--- config.mk ---
export PLATFORM = sky130hd
export DESIGN_NAME = regfile_wb_arbiter
export DESIGN_NICKNAME = d
export VERILOG_FILES = /design/src/rtl/regfile_wb_arbiter.sv
export SDC_FILE = /design/constraint.sdc
export NUM_CORES = 1
export LEC_CHECK = 0
export ABC_CLOCK_PERIOD_IN_PS = 2500
export BUFFER_PORTS_ARGS = -buffer_cell sky130_fd_sc_hd__buf_2
export CORE_MARGIN = 8
export CORE_UTILIZATION = 40
export CTS_CLUSTER_SIZE = 10
export DETAILED_ROUTE_END_ITERATION = 16
export GPL_TIMING_DRIVEN = 0
export PLACE_DENSITY = 0.78
export SYNTH_ARGS = -nofsm -noshare
export SYNTH_HDL_FRONTEND = slang
export SYNTH_SLANG_ARGS = --single-unit
--- constraint.sdc ---
create_clock -name clk -period 2.5 [get_ports clk]
set_input_delay 0 -clock clk [delete_from_list [all_inputs] [get_ports clk]]
set_output_delay 0 -clock clk [all_outputs]
set_load 0.01 [all_outputs]
--- src/rtl/regfile_wb_arbiter.sv ---
// Register-file writeback arbiter: shares the single write port among N
// requesters with round-robin priority, registers the winning write, and
// exports the registered write as a same-cycle bypass entry.
module regfile_wb_arbiter #(
    parameter int N    = 3,
    parameter int XLEN = 32
) (
    input  logic              clk,
    input  logic              reset,
    input  logic              hold,
    input  logic [N-1:0]      req_valid,
    input  logic [5*N-1:0]    req_rd,
    input  logic [XLEN*N-1:0] req_data,
    output logic [N-1:0]      req_ready,
    output logic              rf_we,
    output logic [4:0]        rf_rd,
    output logic [XLEN-1:0]   rf_wdata,
    output logic              fwd_valid,
    output logic [4:0]        fwd_rd,
    output logic [XLEN-1:0]   fwd_data,
    output logic [2:0]        grant_id
);

    localparam int PW = $clog2(N);

    logic [PW-1:0]   ptr;
    logic [PW-1:0]   gnt_idx;
    logic            gnt_any;
    logic [4:0]      sel_rd;
    logic [XLEN-1:0] sel_data;
    logic [PW-1:0]   ptr_next;

    // Round-robin scan starting at ptr; first valid requester wins, none during reset or hold
    always_comb begin
        logic [PW:0]   sum;
        logic [PW-1:0] cand;
        req_ready = '0;
        gnt_idx   = '0;
        gnt_any   = 1'b0;
        sum       = '0;
        cand      = '0;
        if (!reset && !hold) begin
            for (int k = 0; k < N; k++) begin
                sum = {1'b0, ptr} + (PW+1)'(k);
                if (sum >= (PW+1)'(N)) begin
                    sum = sum - (PW+1)'(N);
                end
                cand = sum[PW-1:0];
                if (!gnt_any && req_valid[cand]) begin
                    gnt_any = 1'b1;
                    gnt_idx = cand;
                end
            end
        end
        if (gnt_any) begin
            req_ready[gnt_idx] = 1'b1;
        end
    end

    // Mux the winner's destination and data, and work out the pointer that follows it
    always_comb begin
        sel_rd   = '0;
        sel_data = '0;
        for (int i = 0; i < N; i++) begin
            if (gnt_idx == PW'(i)) begin
                sel_rd   = req_rd[i*5 +: 5];
                sel_data = req_data[i*XLEN +: XLEN];
            end
        end
        ptr_next = (gnt_idx == PW'(N-1)) ? '0 : gnt_idx + PW'(1);
    end

    // Register the granted write; x0 writes are consumed but never enable the port
    always_ff @(posedge clk or posedge reset) begin
        if (reset) begin
            rf_we    <= 1'b0;
            rf_rd    <= '0;
            rf_wdata <= '0;
            grant_id <= '0;
            ptr      <= '0;
        end else if (gnt_any) begin
            rf_we    <= (sel_rd != 5'd0);
            rf_rd    <= sel_rd;
            rf_wdata <= sel_data;
            grant_id <= 3'(gnt_idx);
            ptr      <= ptr_next;
        end else begin
            rf_we    <= 1'b0;
        end
    end

    assign fwd_valid = rf_we;
    assign fwd_rd    = rf_rd;
    assign fwd_data  = rf_wdata;

endmodule
==> flow_metrics.env <==
export IMPL_status="finished, final reports clean"
export IMPL_synth_edff_count=0
export IMPL_final_nets=661
export IMPL_ys_flop_type="dfrtp_1"
export IMPL_rsz0062_at_grt="yes"
export IMPL_io_pins=199
export IMPL_syn_area_per_cell_um2=9.95
export IMPL_yosys_warnings=0
export IMPL_final_util=0.653
export IMPL_die_w_um=101
export IMPL_grt_max_degree=43
export IMPL_ys_top_cells_by_area="dfrtp_1 36%, mux2i_1 14%, mux2_2 14%, buf_4 10%, o21ai_1 5.9%"
export IMPL_yosysUniqueCellTypes=34
export IMPL_initial_core_util=0.406
export IMPL_core_um2=7140
export IMPL_clkSlewWorstSetupHoldPaths_ns=0.08
export IMPL_wirelength_um=10600
export IMPL_cts_buffers=5
export IMPL_clock_sinks=42
export IMPL_vias=3051
export IMPL_post_drt_wl_per_cell_um=16.5
export IMPL_drive_above_1_share=0.596
export IMPL_die_area_um2=10200
export IMPL_first_pass_iters=4
export IMPL_slew_headroom=0.395
export IMPL_fmax_mhz=407
export IMPL_syn2layout_area_growth_pct=61.1
export IMPL_maxCapViolCount=0
export IMPL_period_needed_ns=2.45
export IMPL_worstSkewPairLatency_ns=0.29
export IMPL_track_usage=0.190
export IMPL_final_common_cell="buf_2"
export IMPL_synth_area_um2=2900
export IMPL_gp_congestion=0.781
export IMPL_setup_viol_count_final=0
export IMPL_skew_ns=0.00565
export IMPL_grt_pass1_vias=3276
export IMPL_finalCritPeriodShare=0.982
export IMPL_worst_pin_slew_ns=0.906
export IMPL_crit_fanout=9
export IMPL_path_common_cell="buf_4"
export IMPL_grt_overflow_total=0
export IMPL_crit_chain="inv_2 > ha_1 > buf_6 > nand2b_1 > nand4b_1 > a31oi_4 > buf_4 > buf_4 > mux2_2 > mux2i_1 > a31oi_1"
export IMPL_yosysSeqAreaShare=0.363
export IMPL_path_class="reg2reg"
export IMPL_htreeDepth=2
export IMPL_dp_hpwl_um=7850
export IMPL_power_leakage_nw=2.65
export IMPL_port_buffers=197
export IMPL_multi_input_area_um2=1500
export IMPL_arrival_ns=2.63
export IMPL_synth_top_cell_area_share=0.363
export IMPL_setup_tns_ns=0
export IMPL_p_total_mw=4.63
export IMPL_drc=0
export IMPL_antenna_left=0
export IMPL_avgViaCountPerCell=4.77
export IMPL_vdd_drop_max_v=0.000445
export IMPL_mostFrequentLayoutCells="199 x buf_2, 50 x buf_4, 41 x dfrtp_1, 40 x nand2_1, 38 x mux2i_1"
export IMPL_grt_first_pass_wirelength_um=15600
export IMPL_fill_cells=622
export IMPL_maxSlewViolCount=0
export IMPL_die_h_um=101
export IMPL_start_kind="flop"
export IMPL_required_ns=2.67
export IMPL_synth_seq_cells=42
export IMPL_cts_root_buffer="clkbuf_8"
export IMPL_regArea_um2=1050
export IMPL_end_kind="flop"
export IMPL_synth_area_leader_cell="dfrtp_1"
export IMPL_synthCells=291
export IMPL_critPathMaxStageDelay_ns=0.44
export IMPL_finalHoldViolations=0
export IMPL_clockBufferDepth=2
export IMPL_worstHoldPathType="in2reg"
export IMPL_syn_num_nets=412
export IMPL_antenna_found_initial=0
export IMPL_power_density_nw_per_um2=992
export IMPL_cts_tree="done"
export IMPL_num_rows=31
export IMPL_synthArstFlopShare=1.00
export IMPL_slowest_stage="dfrtp_2"
export IMPL_drt_initial_drc_count=71
-- registers in the layout, indices dropped and copies added, names as in the netlist --
signal / flops
fwd_rd: 5
fwd_valid: 1
grant_id: 2
ptr: 2
fwd_data: 32
-- where the power goes --
| group | switching, mW | total (mW) | leakage, nW | internal, mW |
|---|---|---|---|---|
| Sequential | 0.272 | 1.27 | 0.520 | 1.00 |
| Clock | 0.233 | 0.421 | 0.0438 | 0.188 |
| Combinational | 1.39 | 2.93 | 2.09 | 1.54 |
-- layer usage --
metal / GRT usage / vias to the layer above / routed length, µm
li1: - / 1466 / -
met1: 0.197 / 1449 / 3970
met2: 0.357 / 116 / 5720
met3: 0.0532 / 20 / 677
met4: 0.0630 / 0 / 200
met5: 0 / - / 0
-- synthesized netlist by cell type (all sizes together), types with 2 or more instances --
cell type / number
a21o: 3
a22o: 2
a31oi: 3
buf: 52
clkbuf: 4
dfrtp: 42
ha: 4
inv: 6
mux2: 36
mux2i: 41
nand2: 40
nand2b: 3
nor2: 3
nor3: 2
o21ai: 37
-- cell families after synthesis --
kind of cell / synth area share
mux: 0.282
buf+inv: 0.142
simple gates: 0.0795
compound gates: 0.115
flops: 0.363
fa+ha+maj: 0.0173
other cells: 0.00130
-- final timing paths --
check | cells past startpoint | slack (ns) | end | startpoint
min in group asynchronous | 3 | 0.47 | fwd_data[14] | reset
max in group asynchronous | 3 | 1.41 | ptr[1] | reset
max | 11 | 0.05 | fwd_valid | ptr[1]
min reg2reg | 2 | 0.48 | grant_id[1] | grant_id[1]
min | 3 | 0.006 | fwd_data[12] | req_data[76]
max reg2reg | 11 | 0.05 | fwd_valid | ptr[1]
-- stage by stage --
| stage | std cells | hold slack (ns) | instance area, µm² | worst slack [ns] |
|---|---|---|---|---|
| after detailed placement | 587 | 0.237 | 4010 | -0.152 |
| after floorplan | 291 | 0.145 | 2900 | 0.294 |
| after global placement | 587 | 0.247 | 4010 | -0.103 |
| final | 640 | 0.00587 | 4660 | 0.0456 |
| after global routing | 639 | 0.0216 | 4660 | -0.0282 |
| after CTS | 627 | 0.00222 | 4430 | -0.0699 |
-- critical path: cells and delay by family, from the launching register on --
kind | cells | cell delay, ns
muxes | 2 | 0.54
buffers and inverters | 4 | 0.48
DFF | 1 | 0.44
AOI/OAI and AO/OA | 2 | 0.38
and+or+nand+nor | 2 | 0.32
adders and majority gates | 1 | 0.17
-- repair_timing --
action | 4_1_cts | 5_1_grt
endpoints found under the setup margin | 38 | 41
hold buffers | 33 | 0
buffers inserted | 0 | 11
resized for setup | 2 | 36
cloned | 0 | 1
endpoints found under the hold margin | 73 | 0
pin swaps | 0 | 8
-- layout make-up --
| type | instances | share of cell area |
|---|---|---|
| clock inverters | 2 | 0.00215 |
| plain buffers | 56 | 0.0926 |
| diodes | 1 | 0.000537 |
| inverters | 6 | 0.00483 |
| well taps | 99 | 0.0266 |
| clock buffers | 5 | 0.0148 |
| multi-input cells | 187 | 0.323 |
| repair buffers | 242 | 0.310 |
| flip-flops and latches | 42 | 0.226 |
No activity file was read; power rests on OpenSTA's default activity.
